==> src/rtl/rr_mux4_arb.sv <==
// Round-robin arbiter that shares one 4:1 data mux among four requesters.
// It caps grant length at MAXHOLD cycles and registers the forwarded data.
module rr_mux4_arb #(
  parameter int W       = 1,
  parameter int MAXHOLD = 4
) (
  input  logic           clk,
  input  logic           rst,
  input  logic [3:0]     req,
  input  logic [4*W-1:0] d,
  output logic [3:0]     gnt,
  output logic [1:0]     a,
  output logic [W-1:0]   y,
  output logic           vld
);

  typedef enum logic {IDLE, GRANT} state_t;

  localparam logic [3:0] MAX_CNT = 4'(MAXHOLD);

  state_t       state, state_nxt;
  logic [1:0]   ptr, ptr_nxt;
  logic [1:0]   a_nxt;
  logic [3:0]   gnt_nxt;
  logic [3:0]   cnt, cnt_nxt;
  logic [1:0]   base;
  logic [1:0]   winner;
  logic         found;
  logic         hold;
  logic         beat;
  logic [W-1:0] d_sel;

  // On release the search starts just past the releasing requester, so it is scanned last.
  assign base = (state == GRANT) ? a + 2'd1 : ptr;

  always_comb begin
    found  = 1'b0;
    winner = base;
    for (int k = 3; k >= 0; k--) begin
      if (req[base + 2'(k)]) begin
        found  = 1'b1;
        winner = base + 2'(k);
      end
    end
  end

  always_comb begin
    d_sel = '0;
    for (int i = 0; i < 4; i++) begin
      if (a == 2'(i)) d_sel = d[i*W +: W];
    end
  end

  assign hold = req[a] && (cnt < MAX_CNT);
  assign beat = (state == GRANT) && req[a];

  always_comb begin
    state_nxt = state;
    gnt_nxt   = gnt;
    a_nxt     = a;
    ptr_nxt   = ptr;
    cnt_nxt   = cnt;
    case (state)
      IDLE: begin
        gnt_nxt = 4'b0000;
        if (found) begin
          state_nxt = GRANT;
          gnt_nxt   = 4'b0001 << winner;
          a_nxt     = winner;
          cnt_nxt   = 4'd1;
        end
      end
      GRANT: begin
        if (hold) begin
          cnt_nxt = cnt + 4'd1;
        end else begin
          ptr_nxt = a + 2'd1;
          if (found) begin
            gnt_nxt = 4'b0001 << winner;
            a_nxt   = winner;
            cnt_nxt = 4'd1;
          end else begin
            state_nxt = IDLE;
            gnt_nxt   = 4'b0000;
            cnt_nxt   = 4'd0;
          end
        end
      end
      default: begin
        state_nxt = IDLE;
        gnt_nxt   = 4'b0000;
      end
    endcase
  end

  // y only updates on an accepted beat; otherwise it holds the last forwarded value.
  always_ff @(posedge clk) begin
    if (rst) begin
      state <= IDLE;
      gnt   <= 4'b0000;
      a     <= 2'd0;
      ptr   <= 2'd0;
      cnt   <= 4'd0;
      y     <= '0;
      vld   <= 1'b0;
    end else begin
      state <= state_nxt;
      gnt   <= gnt_nxt;
      a     <= a_nxt;
      ptr   <= ptr_nxt;
      cnt   <= cnt_nxt;
      vld   <= beat;
      if (beat) y <= d_sel;
    end
  end

endmodule

==> config.mk <==
export PLATFORM = sky130hd
export DESIGN_NAME = rr_mux4_arb
export DESIGN_NICKNAME = d
export VERILOG_FILES = /design/src/rtl/rr_mux4_arb.sv
export SDC_FILE = /design/constraint.sdc
export NUM_CORES = 1
export LEC_CHECK = 0
export CORE_MARGIN = 2
export CORE_UTILIZATION = 43
export CTS_CLUSTER_DIAMETER = 200
export DETAILED_ROUTE_END_ITERATION = 8
export PLACE_DENSITY = 0.78
export SLEW_MARGIN = 5
export SYNTH_ARGS = -nofsm -noshare
export SYNTH_HDL_FRONTEND = slang
export SYNTH_SLANG_ARGS = --single-unit
==> constraint.sdc <==
create_clock -name clk -period 1.8 [get_ports clk]
set_input_delay 0.36 -clock clk [delete_from_list [all_inputs] [get_ports clk]]
set_output_delay 0.36 -clock clk [all_outputs]
set_load 0.02 [all_outputs]
==> reports/qor.yml <==
placed_design:
  placedCellCount: 150
  dp_hpwl_um: 1510
  post_dp_cell_area_um2: 1210
  port_buffers: 17
  gp_congestion: 0.765
clock_tree:
  path_clk_slew_ns: 0.09
  cts_tree: "yes"
  cts_buffers: 3
  root_buffer: "clkbuf_4"
  cts_buffer_depth: 2
  cts_max_level: 1
  clk_latency_ns: 0.27
  clock-sinks: 15
  hold_buffers: 0
finish:
  fin_util_pct: 63.8
  fin_area_um2: 1250
  layout_commonest_cell: "clkdlybuf4s50_1"
  fill_cells: 165
  areaGrowthSynthToFinish_pct: 39.4
  antenna_cells: 0
  final_cell_mix: "clkdlybuf4s50_1, buf_4, dfxtp_1, nor2_1, nand2_1"
  drive_gt1_share_pct: 27.3
  final_cells: 155
  layout.nets: 144
timing:
  relSlewSlack_pct: 80.2
  worstMarginPinSlew_ns: 0.295
  skew_ns: 0.00559
  period_needed_ns: 1.79
  maxSlewViolCount: 0
  finalHoldViolations: 0
  setup_violations: 0
  fmaxAchievable_mhz: 560
  min_period_over_period_pct: 99.2
  holdWs_ns: 0.490
  rsz0062_at_grt: "true"
worst_setup_path:
  worstPathArrival_ns: 1.98
  slowest_delay_ns: 0.53
  crit_required_ns: 1.99
  crit_chain: "clkdlybuf4s50_1 -> mux4_2 -> and2_4 -> nor2_4 -> nand3b_2 -> o31ai_2"
  reg2reg_from: "a[1]"
  regToRegSetupSlack_ns: 0.02
  rr_worst_depth: 7
  end_kind: "flop"
  critical_path.max_fanout: 5
  cp_slowest_cell: "mux4_2"
  critPathKind: "primary input to flop"
  reg2reg_to: "gnt[2]"
  startpoint_type: "primary input"
worst_hold_path:
  whs_path_depth: 2
  hold_path.startpoint: "gnt[3]"
  hold_path.class: "flop to flop"
  min_to: "gnt[3]"
power:
  power_density_nw_per_um2: 789
  leakagePower_uw: 0.000509
  ir_drop_uv: 397
  p_total_uw: 988
drt:
  antenna_left: 0
  drt-met1-wl_um: 882
  vias_per_cell: 5.05
  drt-initial-drc-count: 10
  routed.top_layer: "met4"
  route.met3.wl_um: 80
  routed_wl_um: 1910
  vias: 782
  dr.pass1.iters: 4
  wl_met2_um: 913
  avgRoutedWirePerCell_um: 12.3
  drc: 0
grt:
  grt_max_degree: 11
  grt_util_all_layers_pct: 17.1
  grt_pass1_wl_um: 3320
  grt_overflow_total: 0
  grt_pass1_vias: 779
  antenna_found_initial: 0
die:
  dieHeight_um: 49.7
  dieArea_um2: 2470
  rows: 16
  ioPinCount: 18
  core_um2: 1960
  initial_utilization_pct: 45.8
  die_x_um: 49.7
logic_synthesis:
  ys_seq_area_share_pct: 33.4
  synth_cell_types: 38
  synthMuxAreaShare_pct: 8.91
  synth.ff_latch_count: 15
  synthSimpleGateAreaFrac_pct: 25.8
  synth_top_family_by_area: "simple AND/OR/NAND/NOR gates"
  synth-compound-area-share_pct: 20.3
  synthAdderAreaFrac_pct: 6.96
  netlist_instances: 96
  syn_area_per_cell_um2: 9.36
  synth_area_um2: 898
  synth_warnings: 0
  syn_nets: 111
  synth_xor_area_share_pct: 0
run_status:
  status: "completed"
flow_run:
  timing.max_cap.violations: 0
[repair_timing]
| action | CTS | global route |
|---|---|---|
| endpoints found under the setup margin | 4 | 8 |
| buffers inserted | 1 | 0 |
| resized for setup | 0 | 3 |
| pin swaps | 1 | 2 |
[cells by family (layout without fill, tap and decap cells)]
| group | after synthesis | in the layout |
|---|---|---|
| buffers and inverters | 8 | 40 |
| AOI/OAI and AO/OA | 22 | 22 |
| and+or+nand+nor | 41 | 41 |
| adders and majority gates | 5 | 5 |
| DFF | 15 | 15 |
| muxes | 5 | 5 |
[layout make-up]
cell class | count | area [µm²] | share of cell area [%]
flip-flops and latches | 15 | 308 | 24.6
inverters | 4 | 20.0 | 1.60
multi-input cells | 73 | 579 | 46.3
clock buffers | 4 | 26.3 | 2.10
well taps | 27 | 33.8 | 2.70
repair buffers | 32 | 285 | 22.8
[synth_stat cells (all sizes together)]
cell type	instances	area share, %
a211oi	2	1.7
a21boi	1	0.84
a21oi	5	2.8
a22oi	2	1.7
a31o	2	2.0
a31oi	1	0.70
and2	3	2.5
and3	1	0.70
and3b	1	0.98
buf	2	2.1
clkbuf	2	0.84
dfxtp	15	33
ha	5	7.0
inv	4	1.7
mux2	1	1.7
mux2i	3	4.7
mux4	1	2.5
nand2	9	3.8
nand2b	4	2.8
nand3b	4	3.8
nor2	12	5.8
nor2b	3	2.1
nor3b	2	1.7
nor4	1	0.70
nor4b	1	0.98
o21a	1	0.84
o21ai	4	2.2
o311ai	1	1.8
o31ai	2	2.8
o32ai	1	3.1
[critical path: cells and delay by family]
family          cells  cell delay (ns)
simple gates        3             0.43
compound gates      1             0.18
mux                 1             0.53
buf+inv             1             0.47
[power by group]
part / internal (µW) / switching (µW)
clock network: 85.7 / 105
logic: 214 / 194
registers: 367 / 22.1
[worst max path at each step]
stage                      start     end  slack, ns  depth (start not counted)
after global routing        a[1]  gnt[2]      -0.07                          7
final                     req[3]  gnt[1]       0.01                          6
after detailed placement  req[3]  gnt[1]      -0.26                          6
after floorplan             a[1]  gnt[2]      -0.10                          7
after CTS                   a[0]    a[0]      0.007                          2
after global placement    req[3]  ptr[1]      -0.19                          6
[metrics by stage]
step | setup TNS, ns | setup WS [ns]
floorplan | -0.263 | -0.105
global placement | -1.39 | -0.189
detailed placement | -2.02 | -0.265
CTS | 0 | 0.00705
global route | -0.227 | -0.0709
finish | 0 | 0.0147
[sequential cells by signal (all words and copies together), names as in the netlist]
name / count
gnt: 4
vld: 1
y: 1
cnt: 4
ptr: 2
a: 2
state: 1
[routing by layer]
metal	vias to the layer above	global-route usage (%)
met5	-	0
met4	0	7.87
met3	4	1.82
met2	26	28.0
met1	352	22.4
li1	400	-
(Power assumes the default switching activity.)
